**src/rtl/uart_frame_parser.sv**
```systemverilog
// Frame parser for a UART byte stream: SYNC, LEN, payload, XOR checksum.
// Buffers one frame and replays the validated payload over valid/ready.
module uart_frame_parser #(
  parameter logic [7:0]  SYNC_BYTE      = 8'hA5,
  parameter int unsigned MAX_LEN        = 16,
  parameter int unsigned TIMEOUT_CYCLES = 1000000
) (
  input  logic        clk,
  input  logic        rst,
  input  logic [7:0]  rx_byte,
  input  logic        rx_byte_valid,
  output logic [7:0]  frame_data,
  output logic        frame_data_valid,
  input  logic        frame_data_ready,
  output logic        frame_last,
  output logic        busy,
  output logic        err_checksum,
  output logic        err_length,
  output logic        err_timeout,
  output logic        err_overrun,
  output logic [15:0] frame_count
);

  localparam int unsigned IdxW = $clog2(MAX_LEN + 1);
  localparam int unsigned BufW = (MAX_LEN > 1) ? $clog2(MAX_LEN) : 1;
  localparam logic [7:0] MaxLenB = 8'(MAX_LEN);
  localparam logic [31:0] TmoLast = 32'(TIMEOUT_CYCLES - 1);
  localparam logic [IdxW-1:0] IdxOne = IdxW'(1);

  typedef enum logic [2:0] {StIdle, StLen, StPayload, StChk, StOut} state_e;

  state_e          state_q, state_d;
  logic [IdxW-1:0] len_q, len_d;
  logic [IdxW-1:0] idx_q, idx_d;
  logic [7:0]      acc_q, acc_d;
  logic [31:0]     tmo_q, tmo_d;
  logic [15:0]     cnt_q, cnt_d;
  logic            err_chk_q, err_chk_d;
  logic            err_len_q, err_len_d;
  logic            err_tmo_q, err_tmo_d;
  logic            err_ovr_q, err_ovr_d;
  logic            buf_we;
  logic            at_last;
  logic            in_frame;
  logic [7:0]      buf_q [MAX_LEN];

  assign at_last  = (idx_q == len_q - IdxOne);
  assign in_frame = (state_q == StLen) || (state_q == StPayload) || (state_q == StChk);

  always_ff @(posedge clk) begin
    if (rst) begin
      state_q   <= StIdle;
      len_q     <= '0;
      idx_q     <= '0;
      acc_q     <= '0;
      tmo_q     <= '0;
      cnt_q     <= '0;
      err_chk_q <= 1'b0;
      err_len_q <= 1'b0;
      err_tmo_q <= 1'b0;
      err_ovr_q <= 1'b0;
    end else begin
      state_q   <= state_d;
      len_q     <= len_d;
      idx_q     <= idx_d;
      acc_q     <= acc_d;
      tmo_q     <= tmo_d;
      cnt_q     <= cnt_d;
      err_chk_q <= err_chk_d;
      err_len_q <= err_len_d;
      err_tmo_q <= err_tmo_d;
      err_ovr_q <= err_ovr_d;
    end
  end

  // Payload storage needs no reset; it is only read after being written.
  always_ff @(posedge clk) begin
    if (buf_we) begin
      buf_q[idx_q[BufW-1:0]] <= rx_byte;
    end
  end

  always_comb begin
    state_d   = state_q;
    len_d     = len_q;
    idx_d     = idx_q;
    acc_d     = acc_q;
    tmo_d     = tmo_q;
    cnt_d     = cnt_q;
    err_chk_d = 1'b0;
    err_len_d = 1'b0;
    err_tmo_d = 1'b0;
    err_ovr_d = 1'b0;
    buf_we    = 1'b0;

    // Silence inside a frame counts toward the timeout; any byte restarts it.
    if (in_frame && !rx_byte_valid) begin
      if (tmo_q == TmoLast) begin
        err_tmo_d = 1'b1;
        state_d   = StIdle;
      end else begin
        tmo_d = tmo_q + 32'd1;
      end
    end

    unique case (state_q)
      StIdle: begin
        if (rx_byte_valid && rx_byte == SYNC_BYTE) begin
          state_d = StLen;
          tmo_d   = '0;
        end
      end
      StLen: begin
        if (rx_byte_valid) begin
          tmo_d = '0;
          if (rx_byte != 8'h00 && rx_byte <= MaxLenB) begin
            len_d   = rx_byte[IdxW-1:0];
            idx_d   = '0;
            acc_d   = rx_byte;
            state_d = StPayload;
          end else begin
            err_len_d = 1'b1;
            state_d   = StIdle;
          end
        end
      end
      StPayload: begin
        if (rx_byte_valid) begin
          tmo_d  = '0;
          buf_we = 1'b1;
          acc_d  = acc_q ^ rx_byte;
          idx_d  = idx_q + IdxOne;
          if (at_last) begin
            state_d = StChk;
          end
        end
      end
      StChk: begin
        if (rx_byte_valid) begin
          tmo_d = '0;
          if (rx_byte == acc_q) begin
            cnt_d   = cnt_q + 16'd1;
            idx_d   = '0;
            state_d = StOut;
          end else begin
            err_chk_d = 1'b1;
            state_d   = StIdle;
          end
        end
      end
      StOut: begin
        err_ovr_d = rx_byte_valid;
        if (frame_data_ready) begin
          if (at_last) begin
            state_d = StIdle;
          end else begin
            idx_d = idx_q + IdxOne;
          end
        end
      end
      default: state_d = StIdle;
    endcase
  end

  always_comb begin
    frame_data_valid = (state_q == StOut);
    frame_data       = frame_data_valid ? buf_q[idx_q[BufW-1:0]] : 8'h00;
    frame_last       = frame_data_valid && at_last;
    busy             = (state_q != StIdle);
    err_checksum     = err_chk_q;
    err_length       = err_len_q;
    err_timeout      = err_tmo_q;
    err_overrun      = err_ovr_q;
    frame_count      = cnt_q;
  end

endmodule

```
**config.mk**
```make
export PLATFORM = sky130hd
export DESIGN_NAME = uart_frame_parser
export DESIGN_NICKNAME = d
export VERILOG_FILES = /design/src/rtl/uart_frame_parser.sv
export SDC_FILE = /design/constraint.sdc
export NUM_CORES = 1
export LEC_CHECK = 0
export CAP_MARGIN = 20
export CORE_MARGIN = 1
export CORE_UTILIZATION = 64
export DETAILED_ROUTE_END_ITERATION = 10
export PLACE_DENSITY = 0.84
export SYNTH_ARGS = -nofsm -noshare
export SYNTH_HDL_FRONTEND = slang
export SYNTH_SLANG_ARGS = --single-unit
```
**constraint.sdc**
```tcl
create_clock -name clk -period 6 [get_ports clk]
set_input_delay 1.2 -clock clk [delete_from_list [all_inputs] [get_ports clk]]
set_output_delay 1.2 -clock clk [all_outputs]
set_load 0.02 [all_outputs]
```
==> results by stage <==
Detailed routing:
- The remaining number of nets flagged by the antenna check after routing is 0.
- Detailed routing inserted a total of 5495 vias.
- The highest layer used for signal routing is met4.
- After the first detailed-routing iteration, the DRC count stood at 554.
- The via-per-instance ratio is 6.23.
- After detailed routing, the total wire length is 18600 µm.
- The routed length on met2 is 9770 µm.
- Wire segments on met3 add up to 1180 µm in the final route.
- The first detailed-routing pass took 5 iterations.
- The detailed router put a total of 7150 µm of wire on met1.
- In the final routed layout, each cell accounts on average for 21.1 µm.
- The DRC violations left is 0.

Global routing:
- For this run, the total global-route usage over all layers was measured as 27.3%.
- The number of global-route vias before repair came to 5593.
- The first global-routing pass estimated 29600 µm of wire.
- Entering global routing, the biggest net connects 41 pins.
- The initial antenna violation count is 0.
- The remaining global-route overflow is 0.

Clocking:
- The clock root buffer is sky130_fd_sc_hd__clkbuf_16.
- The H-tree depth is 1.
- The cts-stage hold buffer count is 0.
- The clock transition at the registers of the reported paths is 0.06 ns.
- The clock sink total is 205.
- The number of setup buffers added after CTS is 0.
- TritonCTS built the clock tree.
- The total CTS buffers is 21.
- The clock latency reported for the late side of the worst-skew pair is 0.50 ns.
- The post-cts gate resize count is 0.
- The clock passes through at most 3 buffers.

Yosys:
- The proportion of synthesized flip-flops having asynchronous set or reset is 0%.
- Synthesis instantiated 54 different standard cells from the library.
- Of the synthesized area, sequential elements account for 61.5%.
- The most used flip-flop cell after synthesis is sky130_fd_sc_hd__edfxtp_1.
- The proportion of synthesized area in mux cells is 11.2%.
- The flip-flop and latch count after synthesis is 205.
- The post-synthesis net count is 669.
- The synthesized netlist devotes 14.3% of its cell area to simple gates.
- Summing every instance area after synthesis gives 8760 µm².
- The number of enable-type register cells in the synthesized netlist is 128.
- The area fraction in compound gates after synthesis is 4.45%.
- By area the synthesized netlist is led by sky130_fd_sc_hd__edfxtp_1 44%, sky130_fd_sc_hd__dfxtp_1 18%, sky130_fd_sc_hd__mux4_2 10%, sky130_fd_sc_hd__nor2_1 3.5%, sky130_fd_sc_hd__xnor2_1 3.1%.
- The XOR/XNOR share of the synthesized area is 5.50%.
- By area, the combinational part of the netlist is dominated by simple AND/OR/NAND/NOR gates.
- The number of warnings printed during yosys synthesis is 0.
- The cell count after synthesis is 650.
- The dominant cell type by area after synthesis is sky130_fd_sc_hd__edfxtp_1.
- The adder-cell share of the synthesized area is 0.999%.
- The post-synthesis area per instance is 13.5 µm².
- The portion of synthesized cell area occupied by the leading cell type is 43.9%.

Cells and area:
- The final antenna diode count is 0.
- The area growth from synthesis to final layout is 15.0%.
- The non-filler instance count after layout is 882.
- The number of fillers in the final layout is 796.
- The final layout contains 710 nets.
- The share of layout cells above drive strength 1 is 13.7%.

Run:
- The max-capacitance violation count is 0.

Timing:
- Setup repair after global routing left no endpoint under its margin.
- Setup violations remaining at the end of the flow were counted as 0.
- The headroom to the max-slew limit is 25.2%.
- The aggregate negative setup slack is 0 ns.
- The clock period minus final worst setup slack is 4.67 ns.
- For the final database, setup skew stands at 0.00785 ns.
- The slew at the pin closest to its max-slew limit is 1.12 ns.
- For this run, the top clock speed supported by timing is 0.214 GHz.
- The final worst-path cycle share is 77.8%.
- The total count of hold-check failures in the final report was 0.
- The count of pins over their slew limit came to 0.

Status:
- The flow ran to the end, and the final reports show no timing, DRC or antenna violations.

Power and ir drop:
- For this design the static power due to leakage is 3.31 nW.
- The worst voltage drop across the vdd grid is 0.000191 V.
- Dividing total power by cell area gives a power density of 290 nW/µm².

Die:
- In this run the horizontal extent of the chip is 119 µm.
- Once the floorplan was initialized, standard cells occupied 65.9% of the core.
- The die area is 14200 µm².
- The number of top-level pins is 43.
- Row generation in the floorplan step produced 42 rows.
- In this run the vertical extent of the chip is 119 µm.
- The core footprint is 13300 µm².

Critical path:
- The required time of the critical path is 4.80 ns.
- Of all nets on the critical path, the largest fanout is 24.
- The largest single stage delay on the critical path is 0.91 ns.
- The number of buffers and inverters on the critical path is 2.
- At the worst endpoint, the arrival time is 3.47 ns.
- The most numerous cell on the critical path is sky130_fd_sc_hd__mux4_2.
- On the critical path the largest part of the delay comes from multiplexers.
- For this design, the slowest cell found on the critical path is sky130_fd_sc_hd__dfxtp_2.
- The signal on the critical path passes through buf_4, mux4_2, mux4_2, and2_1, clkdlybuf4s50_1.
- The kind of end point of the critical path is a primary output.
- The critical path is of the reg -> out type.
- The element type at the critical path start is a flop.

Placement:
- The number of placed instances, taps included, is 844.
- Detailed placement finished with a half-perimeter wire length of 11500 µm.
- The routability congestion estimate is 0.764.
- The number of buffer cells added on primary ports is 42.

Min path:
- The path category of the worst min-delay check is reg -> reg.
-- Yosys cell counts, types with 2 or more instances --
cell                       number
sky130_fd_sc_hd__edfxtp_1     128
sky130_fd_sc_hd__nor2_1        81
sky130_fd_sc_hd__dfxtp_1       77
sky130_fd_sc_hd__mux4_2        40
sky130_fd_sc_hd__xnor2_1       31
sky130_fd_sc_hd__nand3_1       27
sky130_fd_sc_hd__nand2_1       26
sky130_fd_sc_hd__xor2_1        24
sky130_fd_sc_hd__a21oi_1       19
sky130_fd_sc_hd__clkbuf_1      19
sky130_fd_sc_hd__o21ai_0       15
sky130_fd_sc_hd__nand4_1       14
sky130_fd_sc_hd__and3_1        13
sky130_fd_sc_hd__nor3_1        13
sky130_fd_sc_hd__and2_1        11
sky130_fd_sc_hd__buf_2         10
sky130_fd_sc_hd__or3_1         10
sky130_fd_sc_hd__inv_1          9
sky130_fd_sc_hd__mux2i_1        8
sky130_fd_sc_hd__a31oi_1        7
sky130_fd_sc_hd__and4_1         7
sky130_fd_sc_hd__ha_1           7
sky130_fd_sc_hd__nor2b_1        5
sky130_fd_sc_hd__a21o_1         4
sky130_fd_sc_hd__a311oi_1       3
sky130_fd_sc_hd__nor4_1         3
sky130_fd_sc_hd__nor4_2         3
sky130_fd_sc_hd__nor4b_1        3
sky130_fd_sc_hd__or4_1          3
sky130_fd_sc_hd__a221oi_1       2
sky130_fd_sc_hd__buf_6          2
sky130_fd_sc_hd__nand3b_1       2
sky130_fd_sc_hd__nand4b_1       2
sky130_fd_sc_hd__o21a_1         2
-- per-layer routing --
layer  track usage (%)  up-vias
met2              48.6      202
li1                  -     2514
met1              33.5     2730
met4              9.65        0
met3              4.79       49
met5                 0        -
-- area by class of cell --
type                            instances  area [µm²]  share of cell area [%]
Clock buffer                           29         648                    6.43
Tap cell                              176         220                    2.19
Clock inverter                          9         101                    1.01
Multi-Input combinational cell        404        3200                    31.7
Sequential cell                       205        5390                    53.5
Inverter                                9        33.8                   0.335
Timing Repair Buffer                   50         488                    4.84
-- through the flow --
step | hold slack [ns] | power, W | area (µm²) | worst slack, ns | utilization (%)
2_1_floorplan | 0.462 | 0.00154 | 8760 | 2.79 | -
3_3_place_gp | 0.483 | 0.00157 | 9300 | 1.85 | 70.0
3_5_place_dp | 0.495 | 0.00157 | 9330 | 1.73 | 70.1
4_1_cts | 0.506 | 0.00293 | 10100 | 1.24 | 75.8
5_1_grt | 0.525 | 0.00299 | 10100 | 1.13 | 75.8
6_report | 0.505 | 0.00292 | 10100 | 1.33 | 75.8
-- logic make-up (layout without fill, tap and decap cells) --
| group | after synthesis | after routing |
|---|---|---|
| muxes | 48 | 48 |
| xor gates and xnor gates | 55 | 55 |
| and+or+nand+nor | 235 | 235 |
| adders and majority gates | 7 | 7 |
| AOI/OAI and AO/OA | 59 | 59 |
| DFF | 205 | 205 |
| buffers and inverters | 41 | 97 |
-- worst reg2reg max path, stage by stage (launching register included) --
cell,delay (ns)
sky130_fd_sc_hd__dfxtp_1,0.40
sky130_fd_sc_hd__and2b_1,0.29
sky130_fd_sc_hd__nor2b_1,0.57
sky130_fd_sc_hd__or3b_2,0.56
sky130_fd_sc_hd__nor2_1,0.84
-- power by group --
| group | internal [W] | switching [W] |
|---|---|---|
| registers | 0.00149 | 0.0000000501 |
| logic | 0.0000135 | 0.0000324 |
| clock network | 0.000843 | 0.000538 |
| total | 0.00235 | 0.000570 |
-- worst paths after layout --
check                                start             to  cells after the start  slack (ns)
worst max-delay path                  flop  frame_data[4]                      5        1.33
worst min-delay path              idx_q[4]       idx_q[4]                      2        0.50
worst max register to register  state_q[2]    buf_q[2][4]                      4        2.95
worst min register to register    idx_q[4]       idx_q[4]                      2        0.50
-- flip-flops by register name, summed over array words and instances (netlist names), 3 cells and up, named ones only --
name         cells
frame_count     16
tmo_q           32
state_q          3
len_q            5
buf_q          128
idx_q            5
acc_q            8
-- cell usage in the layout (no fill, tap or decap), drive strengths merged, types with 10 or more instances in the layout --
cell | Yosys | layout
nand4 | 15 | 15
xnor2 | 31 | 31
inv | 9 | 10
nor3 | 14 | 14
nor2 | 82 | 82
a21oi | 19 | 19
clkbuf | 19 | 29
mux4 | 40 | 40
xor2 | 24 | 24
nand2 | 26 | 26
or3 | 10 | 10
and2 | 11 | 11
clkdlybuf4s50 | 0 | 42
o21ai | 15 | 15
and3 | 13 | 13
edfxtp | 128 | 128
nand3 | 28 | 28
dfxtp | 77 | 77
(Power assumes the default switching activity.)
